File: src/rtl/adam_timer_seqr.sv
// +--------------------------------------------------------------------------+
// | adam_timer_seqr: APB master that programs a timer, services its irqs     |
// | and shuts it down after N events or on stop.            Revision: 1.0    |
// +--------------------------------------------------------------------------+
`default_nettype none

module adam_timer_seqr #(
  parameter int                    ADDR_WIDTH = 32,
  parameter int                    DATA_WIDTH = 32,
  parameter logic [ADDR_WIDTH-1:0] BASE       = '0
) (
  input  logic                    clk,
  input  logic                    rst_n,
  input  logic                    start,
  input  logic                    stop,
  input  logic [DATA_WIDTH-1:0]   cfg_pr,
  input  logic [DATA_WIDTH-1:0]   cfg_vr,
  input  logic [DATA_WIDTH-1:0]   cfg_arr,
  input  logic [15:0]             cfg_events,
  output logic                    busy,
  output logic                    done,
  output logic                    err,
  output logic [15:0]             event_cnt,
  input  logic                    irq,
  input  logic                    pause_req,
  output logic                    pause_ack,
  output logic [ADDR_WIDTH-1:0]   paddr,
  output logic                    psel,
  output logic                    penable,
  output logic                    pwrite,
  output logic [DATA_WIDTH-1:0]   pwdata,
  output logic [DATA_WIDTH/8-1:0] pstrb,
  input  logic [DATA_WIDTH-1:0]   prdata,
  input  logic                    pready,
  input  logic                    pslverr
);

  localparam int                    c_strb_w  = DATA_WIDTH / 8;
  localparam logic [ADDR_WIDTH-1:0] c_off_cr  = ADDR_WIDTH'(32'h00);
  localparam logic [ADDR_WIDTH-1:0] c_off_pr  = ADDR_WIDTH'(32'h04);
  localparam logic [ADDR_WIDTH-1:0] c_off_vr  = ADDR_WIDTH'(32'h08);
  localparam logic [ADDR_WIDTH-1:0] c_off_arr = ADDR_WIDTH'(32'h0C);
  localparam logic [ADDR_WIDTH-1:0] c_off_er  = ADDR_WIDTH'(32'h10);
  localparam logic [ADDR_WIDTH-1:0] c_off_ier = ADDR_WIDTH'(32'h14);

  typedef enum logic [3:0] {
    IDLE, W_CR0, W_PR, W_IER, W_VR, W_ARR, W_CR1, WAIT_IRQ, W_ER, W_CRX, PAUSED
  } state_t;

  typedef enum logic [1:0] {PH_GAP, PH_SETUP, PH_ACCESS} phase_t;

  state_t                r_state, w_state_d;
  state_t                r_ret, w_ret_d;
  phase_t                r_phase, w_phase_d;
  logic [DATA_WIDTH-1:0] r_pr, r_vr, r_arr;
  logic [15:0]           r_events;
  logic [15:0]           r_cnt, w_cnt_d, w_cnt_inc;
  logic                  r_busy, w_busy_d;
  logic                  r_done, w_done_d;
  logic                  r_err, w_err_d;
  logic                  w_load;
  logic                  w_is_wr;
  logic [ADDR_WIDTH-1:0] w_off;
  logic [DATA_WIDTH-1:0] w_wdata;
  logic                  w_unused;

  assign w_unused  = ^prdata;
  assign w_cnt_inc = (r_cnt == 16'hFFFF) ? r_cnt : r_cnt + 16'd1;

  // Register address and data are a pure function of the write state, so
  // both stay stable for the whole SETUP/ACCESS pair.
  always_comb begin
    w_is_wr = 1'b1;
    w_off   = '0;
    w_wdata = '0;
    unique case (r_state)
      W_CR0:   begin w_off = c_off_cr;  w_wdata = '0;                 end
      W_PR:    begin w_off = c_off_pr;  w_wdata = r_pr;               end
      W_IER:   begin w_off = c_off_ier; w_wdata = '1;                 end
      W_VR:    begin w_off = c_off_vr;  w_wdata = r_vr;               end
      W_ARR:   begin w_off = c_off_arr; w_wdata = r_arr;              end
      W_CR1:   begin w_off = c_off_cr;  w_wdata = DATA_WIDTH'(1);     end
      W_ER:    begin w_off = c_off_er;  w_wdata = DATA_WIDTH'(1);     end
      W_CRX:   begin w_off = c_off_cr;  w_wdata = '0;                 end
      default: w_is_wr = 1'b0;
    endcase
  end

  always_comb begin
    w_state_d = r_state;
    w_ret_d   = r_ret;
    w_phase_d = r_phase;
    w_cnt_d   = r_cnt;
    w_busy_d  = r_busy;
    w_done_d  = 1'b0;
    w_err_d   = 1'b0;
    w_load    = 1'b0;
    unique case (r_state)
      IDLE: begin
        if (start) begin
          w_load    = 1'b1;
          w_cnt_d   = '0;
          w_busy_d  = 1'b1;
          w_state_d = W_CR0;
          w_phase_d = PH_GAP;
        end else if (pause_req) begin
          w_ret_d   = IDLE;
          w_state_d = PAUSED;
        end
      end
      WAIT_IRQ: begin
        if (stop) begin
          w_state_d = W_CRX;
          w_phase_d = PH_GAP;
        end else if (pause_req) begin
          w_ret_d   = WAIT_IRQ;
          w_state_d = PAUSED;
        end else if (irq) begin
          w_state_d = W_ER;
          w_phase_d = PH_GAP;
        end
      end
      PAUSED: begin
        if (!pause_req) w_state_d = r_ret;
      end
      default: begin
        unique case (r_phase)
          PH_GAP:   w_phase_d = PH_SETUP;
          PH_SETUP: w_phase_d = PH_ACCESS;
          default: begin
            if (pready) begin
              w_phase_d = PH_GAP;
              if (pslverr) begin
                w_state_d = IDLE;
                w_err_d   = 1'b1;
                w_busy_d  = 1'b0;
              end else begin
                unique case (r_state)
                  W_CR0: w_state_d = W_PR;
                  W_PR:  w_state_d = W_IER;
                  W_IER: w_state_d = W_VR;
                  W_VR:  w_state_d = W_ARR;
                  W_ARR: w_state_d = W_CR1;
                  W_CR1: w_state_d = WAIT_IRQ;
                  W_ER: begin
                    w_cnt_d   = w_cnt_inc;
                    w_state_d = (r_events != 16'd0 && w_cnt_inc == r_events) ? W_CRX : WAIT_IRQ;
                  end
                  default: begin
                    w_state_d = IDLE;
                    w_done_d  = 1'b1;
                    w_busy_d  = 1'b0;
                  end
                endcase
              end
            end
          end
        endcase
      end
    endcase
  end

  always_ff @(posedge clk or negedge rst_n) begin
    if (!rst_n) begin
      r_state  <= IDLE;
      r_ret    <= IDLE;
      r_phase  <= PH_GAP;
      r_cnt    <= '0;
      r_busy   <= 1'b0;
      r_done   <= 1'b0;
      r_err    <= 1'b0;
      r_pr     <= '0;
      r_vr     <= '0;
      r_arr    <= '0;
      r_events <= '0;
    end else begin
      r_state <= w_state_d;
      r_ret   <= w_ret_d;
      r_phase <= w_phase_d;
      r_cnt   <= w_cnt_d;
      r_busy  <= w_busy_d;
      r_done  <= w_done_d;
      r_err   <= w_err_d;
      if (w_load) begin
        r_pr     <= cfg_pr;
        r_vr     <= cfg_vr;
        r_arr    <= cfg_arr;
        r_events <= cfg_events;
      end
    end
  end

  assign psel      = w_is_wr && (r_phase != PH_GAP);
  assign penable   = w_is_wr && (r_phase == PH_ACCESS);
  assign pwrite    = psel;
  assign paddr     = psel ? BASE + w_off : '0;
  assign pwdata    = psel ? w_wdata : '0;
  assign pstrb     = {c_strb_w{psel}};
  assign busy      = r_busy;
  assign done      = r_done;
  assign err       = r_err;
  assign event_cnt = r_cnt;
  assign pause_ack = (r_state == PAUSED);

endmodule

`default_nettype wire

File: config.mk
export PLATFORM = sky130hd
export DESIGN_NAME = adam_timer_seqr
export DESIGN_NICKNAME = d
export VERILOG_FILES = /design/src/rtl/adam_timer_seqr.sv
export SDC_FILE = /design/constraint.sdc
export NUM_CORES = 1
export LEC_CHECK = 0
export ABC_AREA = 0
export BUFFER_PORTS_ARGS = -buffer_cell sky130_fd_sc_hd__buf_2
export CAP_MARGIN = 40
export CORE_MARGIN = 1
export CORE_UTILIZATION = 43
export CTS_CLUSTER_DIAMETER = 60
export DETAILED_ROUTE_END_ITERATION = 10
export GPL_ROUTABILITY_DRIVEN = 0
export PLACE_DENSITY = 0.79
export SYNTH_ARGS = -nofsm -noshare
export SYNTH_HDL_FRONTEND = slang
export SYNTH_SLANG_ARGS = --single-unit
export TNS_END_PERCENT = 5
File: constraint.sdc
create_clock -name clk -period 2.83 [get_ports clk]
set_clock_uncertainty 0.05 [all_clocks]
set_input_delay 0.566 -clock clk [delete_from_list [all_inputs] [get_ports clk]]
set_output_delay 0.566 -clock clk [all_outputs]
set_load 0.05 [all_outputs]
After elaboration in Yosys (flattened, before gate mapping) --
Cells that the tools add are included.
Word-level totals: logic and storage cells 118, output and inout bits 91, register bits 141, bits of input ports 152
Operators by class: bitwise operators 2, reduce and logical (&&, ||, !) cells 23, multiplexer cells 53, equal/unequal tests 28, add/sub/neg operators 1
Operators with widths (count):
- 32-bit one-hot mux with 5 select lines | 1
- 16-bit two-way mux | 6
- 32-bit two-way mux | 2
- 4-bit two-way mux | 14
- 16-bit one-hot mux with 2 select lines | 1
- 4-bit one-hot mux with 7 select lines | 1
- 5-bit one-hot mux with 5 select lines | 1
- 5-bit AND reduction | 4
- 1-bit two-way mux | 17
- 16-bit by 1-bit adder with 16-bit output, second input constant | 1
- 16-bit == test | 1
- 16-bit == test, second input constant | 1
- 4-bit by 3-bit == test with 1-bit output, second input constant | 4
- 16-bit nonzero test | 1
- 4-bit == test, second input constant | 3
- 2-bit != test, second input constant | 6
- 4-bit one-hot mux with 3 select lines | 1
- 2-bit two-way mux | 5
- 3-bit != test, second input constant | 3
- 4-bit by 2-bit == test with 1-bit output, second input constant | 2
- 4-bit one-hot mux with 2 select lines | 1
- 2-bit nonzero test | 4
- 8-bit OR reduction | 1
- 7-bit OR reduction | 1
- other kinds (19) | 25

Depth between registers and ports, before layout --
Gate-level depths: netlist of run 1.
depth in word-level cells 10, depth in mapped cells 10, mapped depth without buffers 8

Worst setup path before layout of run 1 --
No wires, ideal clock.
path type register to output, from register r_state[0], to output pwdata[22], required time 2214 ps, path slack -847 ps, stages on the path, launching flop included 10, buffers on the path 2, arrival 3061 ps, cells stage by stage dfrtp_1 clkbuf_1 a21o_1 a21o_1 a21o_1 or2_1 inv_1 o21ai_1 clkbuf_1 a31oi_1
On the way: cells in the longest elaborated chain, start to end 5, elaborated cells between the ends (all ways) 14, those cells by class 8 x eq/ne; 3 x mux; 3 x reduce/logical
Ends and longest elaborated chain:
- start, declared | RTL line 52 | state_t r_state, w_state_d;
- start signal, assigned | RTL line 177 | r_state <= w_state_d;
- 4-bit == test (tied with other cells) | RTL line 76 | unique case (r_state)
- 8-bit OR reduction (no line) (*)
- 1-bit two-way mux (*) | RTL line 76
- 1-bit logical AND (*) | RTL line 193 | assign psel = w_is_wr && (r_phase != PH_GAP);
- net psel | RTL line 28 | output logic psel,
- 32-bit two-way mux (*) | RTL line 197 | assign pwdata = psel ? w_wdata : '0;
- end, declared | RTL line 31 | output logic [DATA_WIDTH-1:0] pwdata,
The timed path passes the listed nets; every way through them passes the cells marked *.

Worst setup path in the final report of run 1 --
from register r_state[2], to output pwdata[4]
On the way: cells in the longest elaborated chain, start to end 5, elaborated cells between the ends (all ways) 14, those cells by class 8 x eq/ne; 3 x mux; 3 x reduce/logical
Ends and longest elaborated chain (RTL line):
- 4-bit == test (tied with other cells) | 76
- 8-bit OR reduction (no line)
- 1-bit two-way mux | 76
- 1-bit logical AND | 193
- 32-bit two-way mux (*) | 197
Mark *: on every way between the ends. The rest lies on a longest branch, timed or not.

==> qor.yml, run 1 <==
die_h_um: 134
rows: 47
synth.yosys.seq_area_share: 0.460
antenna_found_initial: 1
grt_max_degree: 81
vias_per_cell: 5.35
num_vias: 7357
cts_buffers: 17
pre_cts_slack_ns: 0.0699
fp.coreArea_sq_um: 16800
setup_viol: 39
synthArstFlopShare: 1.00
cts.htree.levels: 4
clk-insertion-delay-late_ns: 0.43
worstSetupPathType: "reg2out"
syn2layout_area_growth_pct: 38.4
pwr_density_cell_nw_per_um2: 1190
synth_warnings: 0
netlist_area_sq_um: 7510
start_util: 0.447
ys_ff_latch: 138
firstDrtPassIters: 5
postPlaceCellArea_sq_um: 9170
critPathMaxFanout: 5
leakage_uw: 0.00501
synth_area_leaders: "dfrtp_1 46%, nand2_1 21%, o21ai_0 3.5%"
ir_worst_vdd_mv: 0.975
nFillCells: 1392
layout-drive-gt1-share: 0.281
yosysUniqueCellTypes: 58
slew_headroom: 0.646
syn_inst: 959
first_iter_violations: 633
status: "finished, violations left"
cts_num_sinks: 138
grt_pass1_wl_um: 35300
route.detailed.drc: 0
synth-edff-count: 0
cts_tree: "done"
arrival_ns: 2.46
finalNonFillerCells: 1376
rsz0062_at_grt: "true"
fin_util: 0.618
dieArea_sq_um: 18000
dp_hpwl_um: 14600
area.sequential_sq_um: 3450
ys.flop_type: "dfrtp_1"
multiInputGateArea_sq_um: 4170
required_ns: 2.21
io_pins: 243
die_w_um: 134
hold_violations: 0
worst_pin_slew_ns: 0.531
wl_per_cell_um: 16.2
syn_avg_cell_area_sq_um: 7.83
clkTransAtPathRegs_ns: 0.06
maxCapViolCount: 0
failed_checks: "negative setup slack"
synth_area_leader_cell: "dfrtp_1"
routed_wl_um: 22300
slew_violations: 0
final_area_sq_um: 10400
grt_pass1_vias: 7006
port_buffers: 181
post-route-period-util: 1.09
final_antenna_net_count: 0
clk_path_buf_depth: 2
fin_nets: 1296
grt_overflow: 0
r2r_cells: 7
synth_top_area_frac: 0.460
fmax_mhz: 325
root_buffer: "clkbuf_16"
period_minus_slack_ns: 3.08
min_path_cells: 3
layout_setup_ws_ns: -0.250
grt_usage: 0.253
endpoint_kind: "output port"
start_kind: "flop"
dp.cells: 1327
holdCritPathClass: "in2reg"
==> stage by stage <==
| step | hold slack, ns | total power [uW] | setup TNS (ns) |
|---|---|---|---|
| 6_report | 0.265 | 12400 | -7.52 |
| 3_3_place_gp | 0.402 | 8600 | 0 |
| 2_1_floorplan | 0.220 | 7380 | -10.40 |
| 3_5_place_dp | 0.407 | 8750 | 0 |
| 4_1_cts | 0.261 | 12200 | -6.61 |
| 5_1_grt | 0.266 | 13100 | -10.76 |
==> flip-flops by register name, indices dropped and copies added, names as in the netlist <==
name,count
busy,1
err,1
r_state,4
r_pr,32
r_phase,2
r_vr,32
r_events,16
done,1
event_cnt,16
r_arr,32
r_ret,1
==> critical path, stage by stage, from the launching register on <==
cell and delay, ns:
dfrtp_1 0.39, a21o_1 0.20, a21o_1 0.20, a21o_1 0.17, or2_4 0.24, clkinvlp_4 0.09, o21ai_4 0.08, buf_12 0.16
buf_12 0.14, a31oi_4 0.17, buf_8 0.17
==> kinds of logic (layout without fill, tap and decap cells) <==
kind of cell | after synthesis | count (layout) | synth area share
and+or+nand+nor | 534 | 534 | 0.304
AOI/OAI and AO/OA | 145 | 145 | 0.123
adders and majority gates | 1 | 1 | 0.00167
buffers and inverters | 109 | 277 | 0.0728
muxes | 11 | 11 | 0.0155
other | 1 | 30 | 0.000499
xor gates and xnor gates | 20 | 20 | 0.0233
DFF | 138 | 138 | 0.460
==> area by class of cell <==
| cell class | instances | share of cell area |
|---|---|---|
| clock buffer | 20 | 0.0430 |
| antenna | 1 | 0.000241 |
| multi-input combinational | 740 | 0.401 |
| tap | 220 | 0.0265 |
| inverter | 10 | 0.00397 |
| sequential | 138 | 0.332 |
| timing repair buffer | 236 | 0.174 |
| clock inverter | 11 | 0.0188 |
==> report_power, final <==
part / switching [uW] / total (uW) / internal [uW]
clock network: 865 / 2450 / 1580
logic: 4050 / 6630 / 2580
registers: 532 / 3330 / 2800
==> cell usage after synthesis, types with 10 or more instances <==
library cell	count
o21ai_0	53
a21oi_1	18
a31oi_1	39
xor2_1	11
clkbuf_1	57
nor2_1	31
nand2_1	414
inv_1	10
nor3_1	20
dfrtp_1	138
buf_4	34
nand3_1	10
==> repair_timing <==
item	in CTS	in global routing
endpoints found under the hold margin	32	0
gates resized for setup	93	15
hold buffers	1	0
pin swaps	5	1
setup endpoints to repair	35	44
gates cloned	4	0
setup buffers	10	2
==> path summary, 6_finish.rpt <==
kind                                           from                      to  slack, ns
hold / removal                            cfg_pr[1]     r_pr[1]$_DFFE_PN0P_       0.26
setup reg to reg           event_cnt[2]$_DFFE_PN0P_  r_state[2]$_DFFE_PN0P_       0.15
max in group asynchronous                     rst_n    r_pr[25]$_DFFE_PN0P_       1.53
min in group asynchronous                     rst_n    r_arr[4]$_DFFE_PN0P_       0.54
setup / recovery             r_state[2]$_DFFE_PN0P_               pwdata[4]      -0.25
hold reg to reg                r_pr[13]$_DFFE_PN0P_    r_pr[13]$_DFFE_PN0P_       0.42
==> placed cells by master (no fill, tap or decap), types with 9 or more instances in the layout <==
cell	synthesis	routed
a31oi_4	0	31
inv_1	10	9
o21ai_0	53	53
buf_4	34	37
conb_1	1	29
xnor2_1	9	9
nand2_1	414	413
buf_6	0	44
dfrtp_1	138	138
nand3_1	10	10
a21oi_1	18	18
nor3_1	20	15
xor2_1	11	11
buf_2	8	139
nor2_1	31	29
clkbuf_16	0	17
==> routing by layer <==
layer  up-vias  track usage  wire length [um]
li1       3498            -                 -
met1      3453        0.321              9240
met2       339        0.409             10700
met3        67       0.0650              1650
met4         0        0.105               779
met5         -            0                 0
No activity file was read; power rests on OpenSTA's default activity.
==> run 2: changes to the inputs <==
--- a/config.mk
+++ b/config.mk
@@ -14,6 +14,7 @@
 export DETAILED_ROUTE_END_ITERATION = 10
 export GPL_ROUTABILITY_DRIVEN = 0
 export PLACE_DENSITY = 0.79
+export SKIP_LAST_GASP = 1
 export SYNTH_ARGS = -nofsm -noshare
 export SYNTH_HDL_FRONTEND = slang
 export SYNTH_SLANG_ARGS = --single-unit
==> qor.yml, run 2 (same netlist as run 1, synthesis figures left out) <==
failed_checks: "negative setup slack"
layout_setup_ws_ns: -0.240  # +0.0101 ns
worstSetupPathType: "reg2out"
pwr_density_cell_nw_per_um2: 1180  # -0.93%
slew_violations: 0  # unchanged
cts_num_sinks: 138  # unchanged
fp.coreArea_sq_um: 16800  # unchanged
antenna_found_initial: 2  # +1
die_h_um: 134  # unchanged
final_antenna_net_count: 0  # unchanged
leakage_uw: 0.00499  # -0.39%
p_total_uw: 12200  # -2.0%
cts.htree.levels: 4  # unchanged
io_pins: 243  # unchanged
num_vias: 7303  # -0.73%
cp_cell_sequence: "a21o_1 > a21o_1 > a21o_1 > or2_4 > clkinvlp_4 > o21ai_4 > buf_12 > buf_12 > a31oi_4 > buf_8"
clkTransAtPathRegs_ns: 0.06  # about the same
crit_top_cell: "a21o_1"
firstDrtPassIters: 5  # unchanged
fin_nets: 1297  # +0.077%
arrival_ns: 2.45  # about the same
rows: 47  # unchanged
layout_common_cells: "413 x nand2_1, 148 x buf_2, 138 x dfrtp_1"
status: "finished, violations left"
grt_max_degree: 81  # unchanged
critPathMaxFanout: 5  # unchanged
holdCritPathClass: "in2reg"
dieArea_sq_um: 18000  # unchanged
vias_per_cell: 5.30  # -0.88%
grt_pass1_vias: 6993  # -0.19%
final_common_cell: "nand2_1"
worst_pin_slew_ns: 0.543  # +0.0117 ns
routed_wl_um: 22000  # -1.4%
post-route-period-util: 1.08  # -0.00356
port_buffers: 181  # unchanged
slew_headroom: 0.638  # -0.00782
grt_usage: 0.251  # -0.00113
route.detailed.drc: 0  # unchanged
clk-insertion-delay-late_ns: 0.43  # about the same
first_iter_violations: 597  # -5.7%
grt_overflow: 0  # unchanged
start_kind: "flop"
die_w_um: 134  # unchanged
slowest_delay_ns: 0.40  # about the same
cts_buffers: 17  # unchanged
ir_worst_vdd_mv: 0.907  # -7.0%
setup_viol: 41  # +5.1%
layout-drive-gt1-share: 0.278  # -0.00370
fmax_mhz: 326  # +0.33%
top_regs: "r_arr: 32 flops, r_pr: 32 flops, r_vr: 32 flops"
clk_path_buf_depth: 2  # unchanged
nFillCells: 1416  # +1.7%
maxCapViolCount: 0  # unchanged
pre_cts_slack_ns: 0.0699  # unchanged
cts_tree: "done"
wl_per_cell_um: 16.0  # -1.6%
rsz0062_at_grt: "true"
period_minus_slack_ns: 3.07  # -0.0101 ns
hold_violations: 0  # unchanged
start_util: 0.447  # unchanged
root_buffer: "clkbuf_16"
grt_pass1_wl_um: 35100  # -0.39%
cpMaxStageDelayCell: "dfrtp_1"
endpoint_kind: "output port"
syn2layout_area_growth_pct: 36.9
dp_hpwl_um: 14600  # unchanged
required_ns: 2.21  # about the same
run 2: cell types whose count changed in the layout (fill, tap and decap cells not counted), moves of 2 or more:
cell	delta
buf_2	+9
nor3_1	+2
buf_6	-13
buf_4	+5
a31oi_2	+2
a31oi_4	-2
run 2: final cells by class:
class,instances,area (sq um),share of cell area
diodes,2,5.00,0.000486
clock buffers,20,447,0.0434
clock inverters,11,195,0.0190
inverters,10,41.3,0.00401
multi-input cells,740,4130,0.401
flip-flops and latches,138,3450,0.336
well taps,220,275,0.0268
repair buffers,237,1740,0.169
run 2: path summary, 6_finish.rpt:
path | start | end | slack (ns) | cells after the start
min | cfg_pr[1] | r_pr[1]$_DFFE_PN0P_ | 0.26 | 3
max | r_state[0]$_DFFE_PN0P_ | pwdata[4] | -0.24 | 10
min reg2reg | r_pr[13]$_DFFE_PN0P_ | r_pr[13]$_DFFE_PN0P_ | 0.42 | 2
max reg2reg | event_cnt[2]$_DFFE_PN0P_ | r_state[2]$_DFFE_PN0P_ | 0.15 | 7
max in group asynchronous | rst_n | r_pr[25]$_DFFE_PN0P_ | 1.54 | 3
min in group asynchronous | rst_n | r_arr[4]$_DFFE_PN0P_ | 0.54 | 2
run 2: per-layer routing:
layer	share of wire	track usage	vias up
li1	-	-	3504
met2	0.48	0.405	305
met5	0	0	-
met4	0.031	0.114	0
met1	0.41	0.321	3437
met3	0.076	0.0605	57
run 2: stage by stage:
| stage | area (sq um) | TNS (ns) | hold slack [ns] | util | cells |
|---|---|---|---|---|---|
| 6_report | 10300 | -7.78 | 0.262 | 0.612 | 1378 |
| 5_1_grt | 10300 | -11.44 | 0.269 | 0.612 | 1378 |
| 4_1_cts | 10200 | -7.21 | 0.261 | 0.609 | 1373 |
| 3_5_place_dp | 9170 | 0 | 0.407 | 0.545 | 1327 |
| 3_3_place_gp | 9170 | 0 | 0.402 | 0.545 | 1327 |
| 2_1_floorplan | 8110 | -10.40 | 0.220 | - | 987 |
run 2: repair_timing:
action / in CTS / in global routing
pin swaps: 3 / 2
endpoints found under the hold margin: 32 / 0
buffers inserted: 10 / 3
resized for setup: 71 / 7
gates cloned: 4 / 0
hold buffers: 1 / 0
setup endpoints to repair: 35 / 44
run 2: where the power goes:
part	internal, uW	switching (uW)
Clock	1580	870
Sequential	2800	529
Combinational	2430	3960
run 2: worst max-delay path, delay by kind of cell, from the launching register on:
kind	cells	cell delay (ns)
flip-flops	1	0.40
buffers and inverters	4	0.56
AO/OA/AOI/OAI	5	0.80
AND/OR/NAND/NOR	1	0.24
==> run 3: changes to the inputs <==
--- a/config.mk
+++ b/config.mk
@@ -8,6 +8,7 @@
 export ABC_AREA = 0
 export BUFFER_PORTS_ARGS = -buffer_cell sky130_fd_sc_hd__buf_2
 export CAP_MARGIN = 40
+export CORE_ASPECT_RATIO = 1.25
 export CORE_MARGIN = 1
 export CORE_UTILIZATION = 43
 export CTS_CLUSTER_DIAMETER = 60
==> qor.yml, run 3 (same netlist as run 1, synthesis figures left out) <==
status: "finished, violations left"
failed_checks: "negative setup slack"
reg2reg_to: "r_state[1]$_DFFE_PN0P_"
arrival_ns: 2.56  # +0.11 ns
start_util: 0.443  # -0.00415
first_iter_violations: 576  # -3.5%
cts_tree: "done"
critPathMaxFanout: 8  # +3
port_buffers: 181  # unchanged
dp_hpwl_um: 15000  # +3.2%
cts_buffers: 17  # unchanged
io_pins: 243  # unchanged
setup_viol: 40  # -2.4%
finalNonFillerCells: 1364  # -1.0%
grt_max_degree: 62  # -23%
leakage_uw: 0.00491  # -1.6%
layout_common_cells: "413 x nand2_1, 150 x buf_2, 137 x dfrtp_1"
clk-insertion-delay-late_ns: 0.41  # -0.02 ns
maxCapViolCount: 0  # unchanged
slew_headroom: 0.598  # -0.0403
num_vias: 7346  # +0.59%
pwr_density_cell_nw_per_um2: 1170  # -0.98%
reg2reg_from: "event_cnt[0]$_DFFE_PN0P_"
firstDrtPassIters: 5  # unchanged
r2r_cells: 8  # +1
worstSetupPathType: "reg2out"
final_common_cell: "nand2_1"
r2r_slack_ns: 0.07  # -0.08 ns
top_regs: "r_arr: 32 flops, r_pr: 32 flops, r_vr: 32 flops"
final_area_sq_um: 10100  # -1.8%
dieArea_sq_um: 18000  # about the same
wl_per_cell_um: 16.2  # +1.4%
vias_per_cell: 5.39  # +1.6%
ir_worst_vdd_mv: 0.690  # -24%
grt_usage: 0.257  # +0.00517
clk_path_buf_depth: 2  # unchanged
postPlaceCellArea_sq_um: 9160  # about the same
cts_num_sinks: 138  # unchanged
rows: 53  # +13%
fmax_mhz: 315  # -3.2%
post-route-period-util: 1.12  # +0.0364
fin_nets: 1284  # -1.0%
period_minus_slack_ns: 3.17  # +0.103 ns
grt_pass1_vias: 7202  # +3.0%
holdCritPathClass: "in2async"
antenna_found_initial: 1  # -1
final_antenna_net_count: 0  # unchanged
slew_violations: 0  # unchanged
dp.cells: 1324  # -0.23%
hold_violations: 0  # unchanged
endpoint_kind: "output port"
syn2layout_area_growth_pct: 34.5
routed_wl_um: 22100  # +0.40%
required_ns: 2.21  # about the same
layout_setup_ws_ns: -0.343  # -0.103 ns
layout-drive-gt1-share: 0.269  # -0.00822
fp.coreArea_sq_um: 17000  # +0.94%
grt_overflow: 0  # unchanged
die_w_um: 120  # -10%
fin_util: 0.595  # -0.0163
route.detailed.drc: 0  # unchanged
worst_pin_slew_ns: 0.604  # +0.0605 ns
whs_ns: 0.0610  # -0.201 ns
rsz0062_at_grt: "true"
die_h_um: 150  # +12%
clkTransAtPathRegs_ns: 0.06  # about the same
cts_hold_buf: 0  # -1
setup_tns_ns: -10.65  # -2.87 ns
grt_pass1_wl_um: 36000  # +2.4%
root_buffer: "clkbuf_16"
cts.htree.levels: 4  # unchanged
start_kind: "flop"
-- run 3: cell type report --
type                       instances  area (sq um)
fill                            1479          6870
multi-input combinational        740          4120
sequential                       138          3450
timing repair buffer             224          1560
clock buffer                      21           460
tap                              220           275
clock inverter                    10           190
inverter                          10          41.3
antenna                            1          2.50
-- run 3: how the worst max path moves through the flow --
| stage | from | end | slack (ns) | cells after the start |
|---|---|---|---|---|
| final | r_state[0]$_DFFE_PN0P_ | pwdata[3] | -0.34 | 10 |
| after global routing | r_state[0]$_DFFE_PN0P_ | pwdata[18] | -0.41 | 10 |
| after CTS | r_state[0]$_DFFE_PN0P_ | pwdata[2] | -0.30 | 10 |
| after detailed placement | r_state[0]$_DFFE_PN0P_ | pwdata[31] | 0.02 | 9 |
| after global placement | r_state[0]$_DFFE_PN0P_ | pwdata[30] | 0.05 | 9 |
| after floorplan | r_state[0]$_DFFE_PN0P_ | paddr[3] | -0.30 | 6 |
-- run 3: through the flow --
stage | power [uW] | setup slack, ns
global route | 12600 | -0.415
CTS | 11800 | -0.300
detailed placement | 8830 | 0.0169
global placement | 8650 | 0.0462
finish | 11800 | -0.343
floorplan | 7380 | -0.297
-- run 3: critical path: stages (launching register included) --
cell	delay [ns]
dfrtp_2	0.44
a21o_1	0.18
a21o_1	0.20
a21o_1	0.18
or2_4	0.27
clkinvlp_4	0.09
o21ai_4	0.09
buf_12	0.17
buf_12	0.15
a31oi_4	0.14
buf_4	0.22
-- run 3: what timing repair did --
action / CTS / global route
setup buffers: 5 / 1
gates cloned: 2 / 0
setup endpoints to repair: 41 / 44
gates resized for setup: 51 / 6
pin swaps: 1 / 0
-- run 3: routing by layer --
| layer | vias up | track usage | share of wire |
|---|---|---|---|
| met1 | 3505 | 0.301 | 0.40 |
| li1 | 3463 | - | - |
| met4 | 0 | 0.135 | 0.041 |
| met3 | 75 | 0.0587 | 0.056 |
| met5 | - | 0 | 0 |
| met2 | 303 | 0.436 | 0.51 |
-- run 3: report_power, final --
group	switching, uW	leakage [uW]	total, uW	internal, uW
Clock	838	0.000318	2450	1610
Combinational	3880	0.00284	6040	2170
Sequential	543	0.00175	3340	2800
